### src/rtl/alu_pkg.sv
// alu_pkg: shared width, divider state encoding and divide-by-zero quotient
package alu_pkg;
  localparam int WIDTH = 8;
  typedef enum logic [1:0] {
    IDLE   = 2'd0,
    RUN    = 2'd1,
    FINISH = 2'd2
  } state_t;
  localparam logic [WIDTH-1:0] DIV0_Q = '1;
endpackage

### src/rtl/subtractor.sv
// subtractor: unsigned N-bit subtract with borrow-out, BO=1 when A<B
module subtractor #(
  parameter int N = 9
) (
  input  logic [N-1:0] A,
  input  logic [N-1:0] B,
  output logic [N-1:0] DIFF,
  output logic         BO
);
  assign {BO, DIFF} = {1'b0, A} - {1'b0, B};
endmodule

### src/rtl/divider.sv
// divider: iterative restoring unsigned divider with START/BUSY/DONE handshake
module divider
  import alu_pkg::*;
#(
  parameter int W = WIDTH
) (
  input  logic         CLK,
  input  logic         RST,
  input  logic         START,
  input  logic [W-1:0] DIVIDEND,
  input  logic [W-1:0] DIVISOR,
  output logic         BUSY,
  output logic         DONE,
  output logic [W-1:0] QUOTIENT,
  output logic [W-1:0] REMAINDER,
  output logic         DIV0
);
  localparam int CW = $clog2(W + 1);
  state_t state, state_n;
  logic [CW-1:0] cnt;
  logic [W:0] r, t, diff;
  logic [W-1:0] q, d;
  logic bo;
  logic zero_in;
  assign zero_in = DIVISOR == '0;
  assign t = (W + 1)'({r, q[W-1]});
  assign BUSY = state != IDLE;
  subtractor #(.N(W + 1)) u_sub (
    .A(t),
    .B({1'b0, d}),
    .DIFF(diff),
    .BO(bo)
  );
  always_comb begin
    state_n = state == IDLE ? (START ? (zero_in ? FINISH : RUN) : IDLE) :
              state == RUN  ? (cnt == CW'(1) ? FINISH : RUN) : IDLE;
  end
  always_ff @(posedge CLK) begin
    if (RST) state <= IDLE;
    else state <= state_n;
  end
  always_ff @(posedge CLK) begin
    if (RST) begin
      cnt <= '0;
      r <= '0;
      q <= '0;
      d <= '0;
      DONE <= 1'b0;
      QUOTIENT <= '0;
      REMAINDER <= '0;
      DIV0 <= 1'b0;
    end else begin
      DONE <= state == FINISH;
      if (state == IDLE && START) begin
        d <= DIVISOR;
        q <= zero_in ? W'(DIV0_Q) : DIVIDEND;
        r <= zero_in ? {1'b0, DIVIDEND} : '0;
        cnt <= CW'(W);
      end
      if (state == RUN) begin
        r <= bo ? t : diff;
        q <= {q[W-2:0], ~bo};
        cnt <= cnt - CW'(1);
      end
      if (state == FINISH) begin
        QUOTIENT <= q;
        REMAINDER <= W'(r);
        DIV0 <= d == '0;
      end
    end
  end
endmodule

### config.mk
export PLATFORM = sky130hd
export DESIGN_NAME = divider
export DESIGN_NICKNAME = d
export VERILOG_FILES = /design/src/rtl/alu_pkg.sv /design/src/rtl/subtractor.sv /design/src/rtl/divider.sv
export SDC_FILE = /design/constraint.sdc
export NUM_CORES = 1
export LEC_CHECK = 0
export ABC_AREA = 1
export BUFFER_PORTS_ARGS = -buffer_cell sky130_fd_sc_hd__buf_4
export CAP_MARGIN = 20
export CORE_ASPECT_RATIO = 0.6
export CORE_MARGIN = 4
export CORE_UTILIZATION = 55
export DETAILED_ROUTE_END_ITERATION = 6
export PLACE_DENSITY = 0.76
export SYNTH_ARGS = -nofsm -noshare
export SYNTH_HDL_FRONTEND = slang
export SYNTH_HIERARCHICAL = 1
export SYNTH_SLANG_ARGS = --single-unit
export TNS_END_PERCENT = 1
### constraint.sdc
create_clock -name CLK -period 2.2 [get_ports CLK]
set_clock_uncertainty 0.05 [all_clocks]
set_input_delay 0.33 -clock CLK [delete_from_list [all_inputs] [get_ports CLK]]
set_output_delay 0.33 -clock CLK [all_outputs]
set_load 0.05 [all_outputs]
## Word-level counts from Yosys, hierarchy flattened

Cells that the tools add are included.

| operators by class | value |
|---|---|
| equal/unequal tests | 3 |
| reduce and logical (&&, ||, !) cells | 6 |
| muxes and demuxes | 14 |
| bitwise operators | 1 |
| $add $sub $neg | 2 |

Operator list:

| cell | number |
|---|---|
| 2-to-1 mux 8 bit | 7 |
| logical NOT 8 bit | 2 |
| 2-to-1 mux 2 bit | 5 |
| subtractor 9 x 8 -> 10 bit | 1 |
| 2-to-1 mux 4 bit | 2 |
| == test 4 x 1 -> 1 bit (second input constant) | 1 |
| nonzero test 2 bit | 2 |
| subtractor 4 x 1 -> 4 bit (second input constant) | 1 |
| == test 2 x 1 -> 1 bit (second input constant) | 1 |
| == test 2 bit (second input constant) | 1 |
| logical NOT 2 bit | 1 |
| logical AND 1 bit | 1 |
| NOT 1 bit | 1 |

| storage, ports and cells | value |
|---|---|
| word-level logic and storage cells | 35 |
| flip-flop bits (word level) | 48 |
| input port bits | 19 |
| output and inout port bits | 19 |

## Logic depth before layout (Yosys ltp)

Gate-level depths: netlist of run 1.

| logic depth | value |
|---|---|
| word-level depth | 4 |
| mapped depth | 15 |
| depth with buffers taken out | 14 |

## Modules after synthesis

Netlist of run 1, hierarchy kept.

By module, submodules not included:

| module | area each (um^2) | cells an instance | times used |
|---|---|---|---|
| divider | 2093.3 | 294 | 1 |
| subtractor | 519.2 | 101 | 1 |

## Worst setup path after synthesis of run 1

No wires, ideal clock.

| timing | value |
|---|---|
| path kind | register -> register |
| start point | register d[4] |
| end point | register r[7] |
| path buffers | 1 |
| data required time | 2018 ps |
| slack | 426 ps |
| setup time | 132 ps |
| arrival time | 1592 ps |
| cell stages (with the launch flop) | 16 |
| cells stage by stage | dfxtp_1 -> inv_1 -> ha_1 -> nand2_1 -> nand2_1 -> inv_2 -> nand2_1 -> nand2_1 -> nand2_1 -> nor2_1 -> buf_2 -> nand2_1 -> nand2_1 -> o21ai_1 -> inv_1 -> a21oi_1 |

| between the ends | value |
|---|---|
| longest elaborated chain between the ends | 3 |

Ends and longest elaborated chain:

| item | line | RTL |
|---|---|---|
| from (decl) | divider.sv:22 | `logic [W-1:0] q, d;` |
| from (signal assigned) | divider.sv:47 | `d <= '0;` |
| from (signal assigned) | divider.sv:55 | `d <= DIVISOR;` |
| subtractor 9 x 8 -> 10 bit | subtractor.sv:10 | `assign {BO, DIFF} = {1'b0, A} - {1'b0, B};` |
| named net bo | divider.sv:23 | `logic bo;` |
| 2-to-1 mux 8 bit | divider.sv:61 | `r <= bo ? t : diff;` |
| 2-to-1 mux 8 bit | divider.sv:60 | `if (state == RUN) begin` |
| to (signal assigned) | divider.sv:57 | `r <= zero_in ? {1'b0, DIVIDEND} : '0;` |
| to (signal assigned) | divider.sv:61 |  |
| to (decl) | divider.sv:21 | `logic [W:0] r, t, diff;` |

The timed path passes the listed nets, and every way through them passes these cells.
A chain may end at the register's enable or synchronous reset.

## Final worst setup path of run 1

| timing | value |
|---|---|
| start point | register d[0] |
| end point | register r[6] |

| between the ends | value |
|---|---|
| longest elaborated chain between the ends | 3 |

Ends and longest elaborated chain:

| item | line |
|---|---|
| subtractor 9 x 8 -> 10 bit | subtractor.sv:10 |
| named net diff[6] | divider.sv:21 |
| 2-to-1 mux 8 bit | divider.sv:61 |
| 2-to-1 mux 8 bit | divider.sv:60 |

The timed path passes the listed nets, and every way through them passes these cells.

==> flow_metrics.tcl, run 1 <==
set metrics [dict create \
    ir_drop_uv 443.9 \
    worstPathMaxFanout 3 \
    dp_hpwl_um 4711 \
    grt_max_degree 21 \
    cp.required_ns 2.33 \
    p_clk_share_pct 23.9 \
    coreArea_um2 4302 \
    p_switching_mw 0.6899 \
    relSlewSlack_pct 64.90 \
    cts_tree "yes" \
    root_buffer "clkbuf_8" \
    final_core_util_pct 69.55 \
    track_usage_pct 22.36 \
    hold_class "in -> reg" \
    overflow 0 \
    mostFrequentLayoutCells "nand2_1 (73), nor2_1 (59), inv_1 (49)" \
    crit_chain "ha_1 -> inv_1 -> fa_1 -> nand2_1 -> nand2_1 -> nand3b_1 -> nand2_1 -> nand2_1 -> nand2_1 -> nand2_1 -> nand2_1 -> a21oi_1 -> a21oi_1" \
    rows 18 \
    pwr-share-comb_pct 29.2 \
    holdPathStages 3 \
    dr.first_iter.drc_count 175 \
    hold_start "DIVIDEND[2]" \
    drc_errors 0 \
    fmax_ghz 0.5088 \
    cpPeakStageDelay_ns 0.40 \
    pre_cts_slack_ns 0.2467 \
    instances_no_fill 482 \
    fin_total_pwr_mw 2.055 \
    synth_warnings 6 \
    r2r_setup_slack_ns 0.23 \
    antenna_found_initial 0 \
    avgSynthCellArea_um2 6.686 \
    clkSinkCount 48 \
    rsz0062_at_grt "false" \
    gp_congestion 0.8586 \
    fillCellCount 377 \
    r2r_end "r[6]$_SDFFE_PP0P_" \
    r2r_start "d[0]$_SDFFE_PP0P_" \
    ant_nets 0 \
    initial_core_util_pct 59.69 \
    nNetsFinal 453 \
    finalWorstPathRequiredPeriod_ns 1.965 \
    clk_latency_ns 0.29 \
    clk_pin_slew_ns 0.08 \
    fp.dieH_um 60.93 \
    via_per_inst 5.166 \
    fp.dieW_um 96.21 \
    vias 2490 \
    power_frac_seq_pct 47.0 \
    setup.worst_path.start_class "flop" \
    numCtsBuffers 5 \
    cts.htree.levels 2 \
    syn_area_um2 2567 \
    critical_path.top_delay_family "adder cells" \
    power_leakage_nw 1.468 \
    syn-instance-count 384 \
    grt_pass1_wl_um 10050 \
    drtPass1Iterations 5 \
    crit_slowest_cell "fa_1" \
    wirelength_um 6175 \
    setup_viol 0 \
    syn2layout_area_growth_pct 16.52 \
    p_int_mw 1.365 \
    synth.net_count 415 \
    min_period_over_period_pct 89.34 \
    grt_pass1_vias 2162 \
    die_area_um2 5861 \
    hold_violations 0 \
    crit_type "reg -> reg" \
    dp_cells 475 \
    sw_frac_of_total_pct 33.57 \
    worstMarginPinSlew_ns 0.5259 \
    drive_gt1_share_pct 15.64 \
    power_density_nw_per_um2 686.9 \
    cts_setup_buffers 0 \
    crit_arrival_ns 2.10 \
    tns_ns 0 \
    maxSlewViolCount 0 \
    final_common_cell "nand2_1" \
    ctsLongestPathBuffers 2 \
    io_buffers 37 \
    holdBufCountCts 0 \
    insertedDiodeCount 0 \
    pin_count 38 \
    critPathBufInv 1 \
    rr_worst_depth 13 \
    end_kind "flop" \
    routedWlPerCell_um 12.81 \
    fin_ws_ns 0.2346 \
    status "finished, final reports clean" \
    path_common_cell "nand2_1" \
    post_cts_resized 0 \
    hold_end "r[2]$_SDFFE_PP0P_" \
    cap_violations 0 \
]
[how the worst max path moves through the flow]
stage / start / to / slack [ns] / cells past startpoint
global route: d[0]$_SDFFE_PP0P_ / r[6]$_SDFFE_PP0P_ / 0.04 / 13
finish: d[0]$_SDFFE_PP0P_ / r[6]$_SDFFE_PP0P_ / 0.23 / 13
floorplan: d[4]$_SDFFE_PP0P_ / r[7]$_SDFFE_PP0P_ / 0.43 / 15
CTS: d[0]$_SDFFE_PP0P_ / r[6]$_SDFFE_PP0P_ / 0.23 / 13
detailed placement: d[0]$_SDFFE_PP0P_ / r[6]$_SDFFE_PP0P_ / 0.25 / 13
global placement: d[0]$_SDFFE_PP0P_ / r[6]$_SDFFE_PP0P_ / 0.29 / 13
[power by group through the flow]
| stage | Sequential (mW) | Clock, mW | Combinational (mW) |
|---|---|---|---|
| 2_1_floorplan | 0.993 | 0 | 0.424 |
| 3_3_place_gp | 0.984 | 0 | 0.581 |
| 3_5_place_dp | 0.985 | 0 | 0.589 |
| 4_1_cts | 0.964 | 0.501 | 0.592 |
| 5_1_grt | 0.973 | 0.545 | 0.684 |
| 6_report | 0.966 | 0.490 | 0.599 |
[layout make-up]
class | instances | area [um^2] | share of cell area, %
clock inverters | 1 | 5.005 | 0.1673
flip-flops and latches | 48 | 960.9 | 32.12
repair buffers | 46 | 345.3 | 11.54
clock buffers | 6 | 72.57 | 2.426
well taps | 60 | 75.07 | 2.509
inverters | 53 | 198.9 | 6.650
multi-input cells | 268 | 1334 | 44.58
[worst register-to-register path, stage by stage, from the launching register on]
cell	delay, ns
dfxtp_1	0.38
ha_1	0.18
inv_1	0.08
fa_1	0.40
nand2_1	0.09
nand2_1	0.07
nand3b_1	0.10
nand2_1	0.05
nand2_1	0.05
nand2_1	0.05
nand2_1	0.07
nand2_1	0.05
a21oi_1	0.13
a21oi_1	0.09
[metrics by stage]
stage	cell area, um^2	hold slack (ns)
global placement	2914	0.4018
floorplan	2567	0.3918
finish	2992	0.2799
global route	2992	0.2754
CTS	2992	0.2742
detailed placement	2914	0.4061
[metal layers]
layer	up-vias	track usage, %	wire length [um]
li1	1299	-	-
met1	1092	33.46	3109
met2	95	31.80	2492
met3	4	6.196	549
met4	0	5.061	24
met5	-	0	0
[flip-flops by register name, indices dropped and copies added, names as in the netlist]
signal     cells
REMAINDER      8
r              8
q              8
DONE           1
DIV0           1
cnt            4
QUOTIENT       8
state          2
d              8
Note: power is estimated with default switching activity, not from simulation.
==> run 2, diff against run 1 <==
CORE_UTILIZATION = 45   (was 55)
CTS_CLUSTER_SIZE = 25   (was unset)
PLACE_DENSITY = 0.64   (was 0.76)
==> run 2 against run 1 <==
Setup slack improved by 0.017 ns; count of clock-buffer cells in the layout decreased by 1; fmax grew 0.85%; non-clock buffer count is 2 lower; clock power grew 31%; first-iteration DRC count down 2.9%; sequential cell count did not move; largest cell class unchanged; combinational power is essentially flat; utilization shrank 12 points; global-route usage decreased by 2.4 points.
==> flow_metrics.tcl, run 2 (synthesized netlist as in run 1, its figures left out) <==
set metrics [dict create \
    insertedDiodeCount 0 \
    end_kind "flop" \
    cts.htree.levels 2 \
    finalWorstPathRequiredPeriod_ns 1.949 \
    grt_pass1_wl_um 11180 \
    power_leakage_nw 1.474 \
    tns_ns 0 \
    path_common_cell "nand2_1" \
    cts_tree "yes" \
    coreArea_um2 5280 \
    drc_errors 0 \
    dp_cells 490 \
    worstPathMaxFanout 3 \
    vias 2461 \
    syn2layout_area_growth_pct 18.66 \
    mostFrequentLayoutCells "nand2_1 (73), nor2_1 (59), inv_1 (49)" \
    routedWlPerCell_um 13.44 \
    via_per_inst 4.942 \
    final_area_um2 3047 \
    wirelength_um 6691 \
    status "finished, final reports clean" \
    numCtsBuffers 5 \
    crit_slowest_cell "dfxtp_1" \
    die_area_um2 7018 \
    clk_latency_ns 0.30 \
    antenna_found_initial 0 \
    crit_type "reg -> reg" \
    cts_setup_buffers 0 \
    grt_pass1_vias 2258 \
    cpPeakStageDelay_ns 0.38 \
    dp_hpwl_um 5090 \
    setup_viol 0 \
    hold_class "in -> reg" \
    drtPass1Iterations 5 \
    min_period_over_period_pct 88.58 \
    clkSinkCount 48 \
    drive_gt1_share_pct 15.91 \
    cap_violations 0 \
    dr.first_iter.drc_count 170 \
    fillCellCount 514 \
    crit_chain "ha_1 -> inv_1 -> fa_2 -> nand2_1 -> nand2_1 -> nand3b_1 -> nand2_1 -> nand2_1 -> nand2_1 -> nand2_1 -> nand2_1 -> a21oi_1 -> a21oi_1" \
    setup.worst_path.start_class "flop" \
    rows 20 \
    crit_arrival_ns 2.09 \
    maxSlewViolCount 0 \
    fp.dieW_um 105.5 \
    holdBufCountCts 0 \
    hold_violations 0 \
    power_density_nw_per_um2 725.9 \
    nNetsFinal 451 \
    ir_drop_uv 386.8 \
    cp.required_ns 2.35 \
    ant_nets 0 \
    io_buffers 37 \
    track_usage_pct 19.93 \
    overflow 0 \
    instances_no_fill 498 \
    gp_congestion 0.8955 \
    final_common_cell "nand2_1" \
    initial_core_util_pct 48.63 \
    grt_max_degree 22 \
    clk_pin_slew_ns 0.09 \
    ctsLongestPathBuffers 2 \
    whs_ns 0.2559 \
    root_buffer "clkbuf_8" \
    fmax_ghz 0.5131 \
    post_cts_resized 0 \
    placed_cell_area_um2 2933 \
    pin_count 38 \
    rsz0062_at_grt "false" \
    fp.dieH_um 66.51 \
]
run 2: cell count changes in the layout (fill, tap and decap cells not counted), sizes merged:
cell	change
bufinv	+1
buf	-2
clkinvlp	+1
clkbuf	-1
run 2: path summary, 6_finish.rpt:
check,slack [ns],endpoint,from,cells after the start
min reg2reg,0.42,cnt[1]$_SDFFE_PP0P_,cnt[1]$_SDFFE_PP0P_,2
min,0.26,d[0]$_SDFFE_PP0P_,DIVISOR[0],3
max,0.25,r[6]$_SDFFE_PP0P_,d[0]$_SDFFE_PP0P_,13
max reg2reg,0.25,r[6]$_SDFFE_PP0P_,d[0]$_SDFFE_PP0P_,13
run 2: stage by stage:
stage                     worst slack, ns  utilization [%]  power (mW)
after global placement             0.2460            55.55       1.572
after CTS                          0.1883            57.65       2.213
final                              0.2511            57.70       2.212
after floorplan                    0.4262                -       1.417
after global routing              0.04300            57.70       2.351
after detailed placement           0.2231            55.55       1.581
run 2: area by class of cell:
type                    count  area (um^2)  share of cell area [%]
clock inverters             3        42.54                   1.396
well taps                  77        96.34                   3.162
multi-input cells         268         1336                   43.86
repair buffers             44        342.8                   11.25
clock buffers               5        68.82                   2.259
inverters                  53        198.9                   6.530
flip-flops and latches     48        960.9                   31.54
run 2: power by group:
group | internal (mW) | switching, mW
combinational | 0.226 | 0.376
clock | 0.337 | 0.306
sequential | 0.923 | 0.0438
run 2: routing by layer:
metal  up-vias  track usage (%)  share of wire (%)
met5         -                0                  0
met1      1102            30.04                 54
met2        64            29.29                 40
met4         0            4.362               0.57
li1       1291                -                  -
met3         4            3.679                5.2
run 2: critical path, delay by kind of cell, from the launching register on:
family / cells / cell delay [ns]
compound gates: 2 / 0.19
fa+ha+maj: 2 / 0.57
simple gates: 8 / 0.55
buf+inv: 1 / 0.09
flops: 1 / 0.38
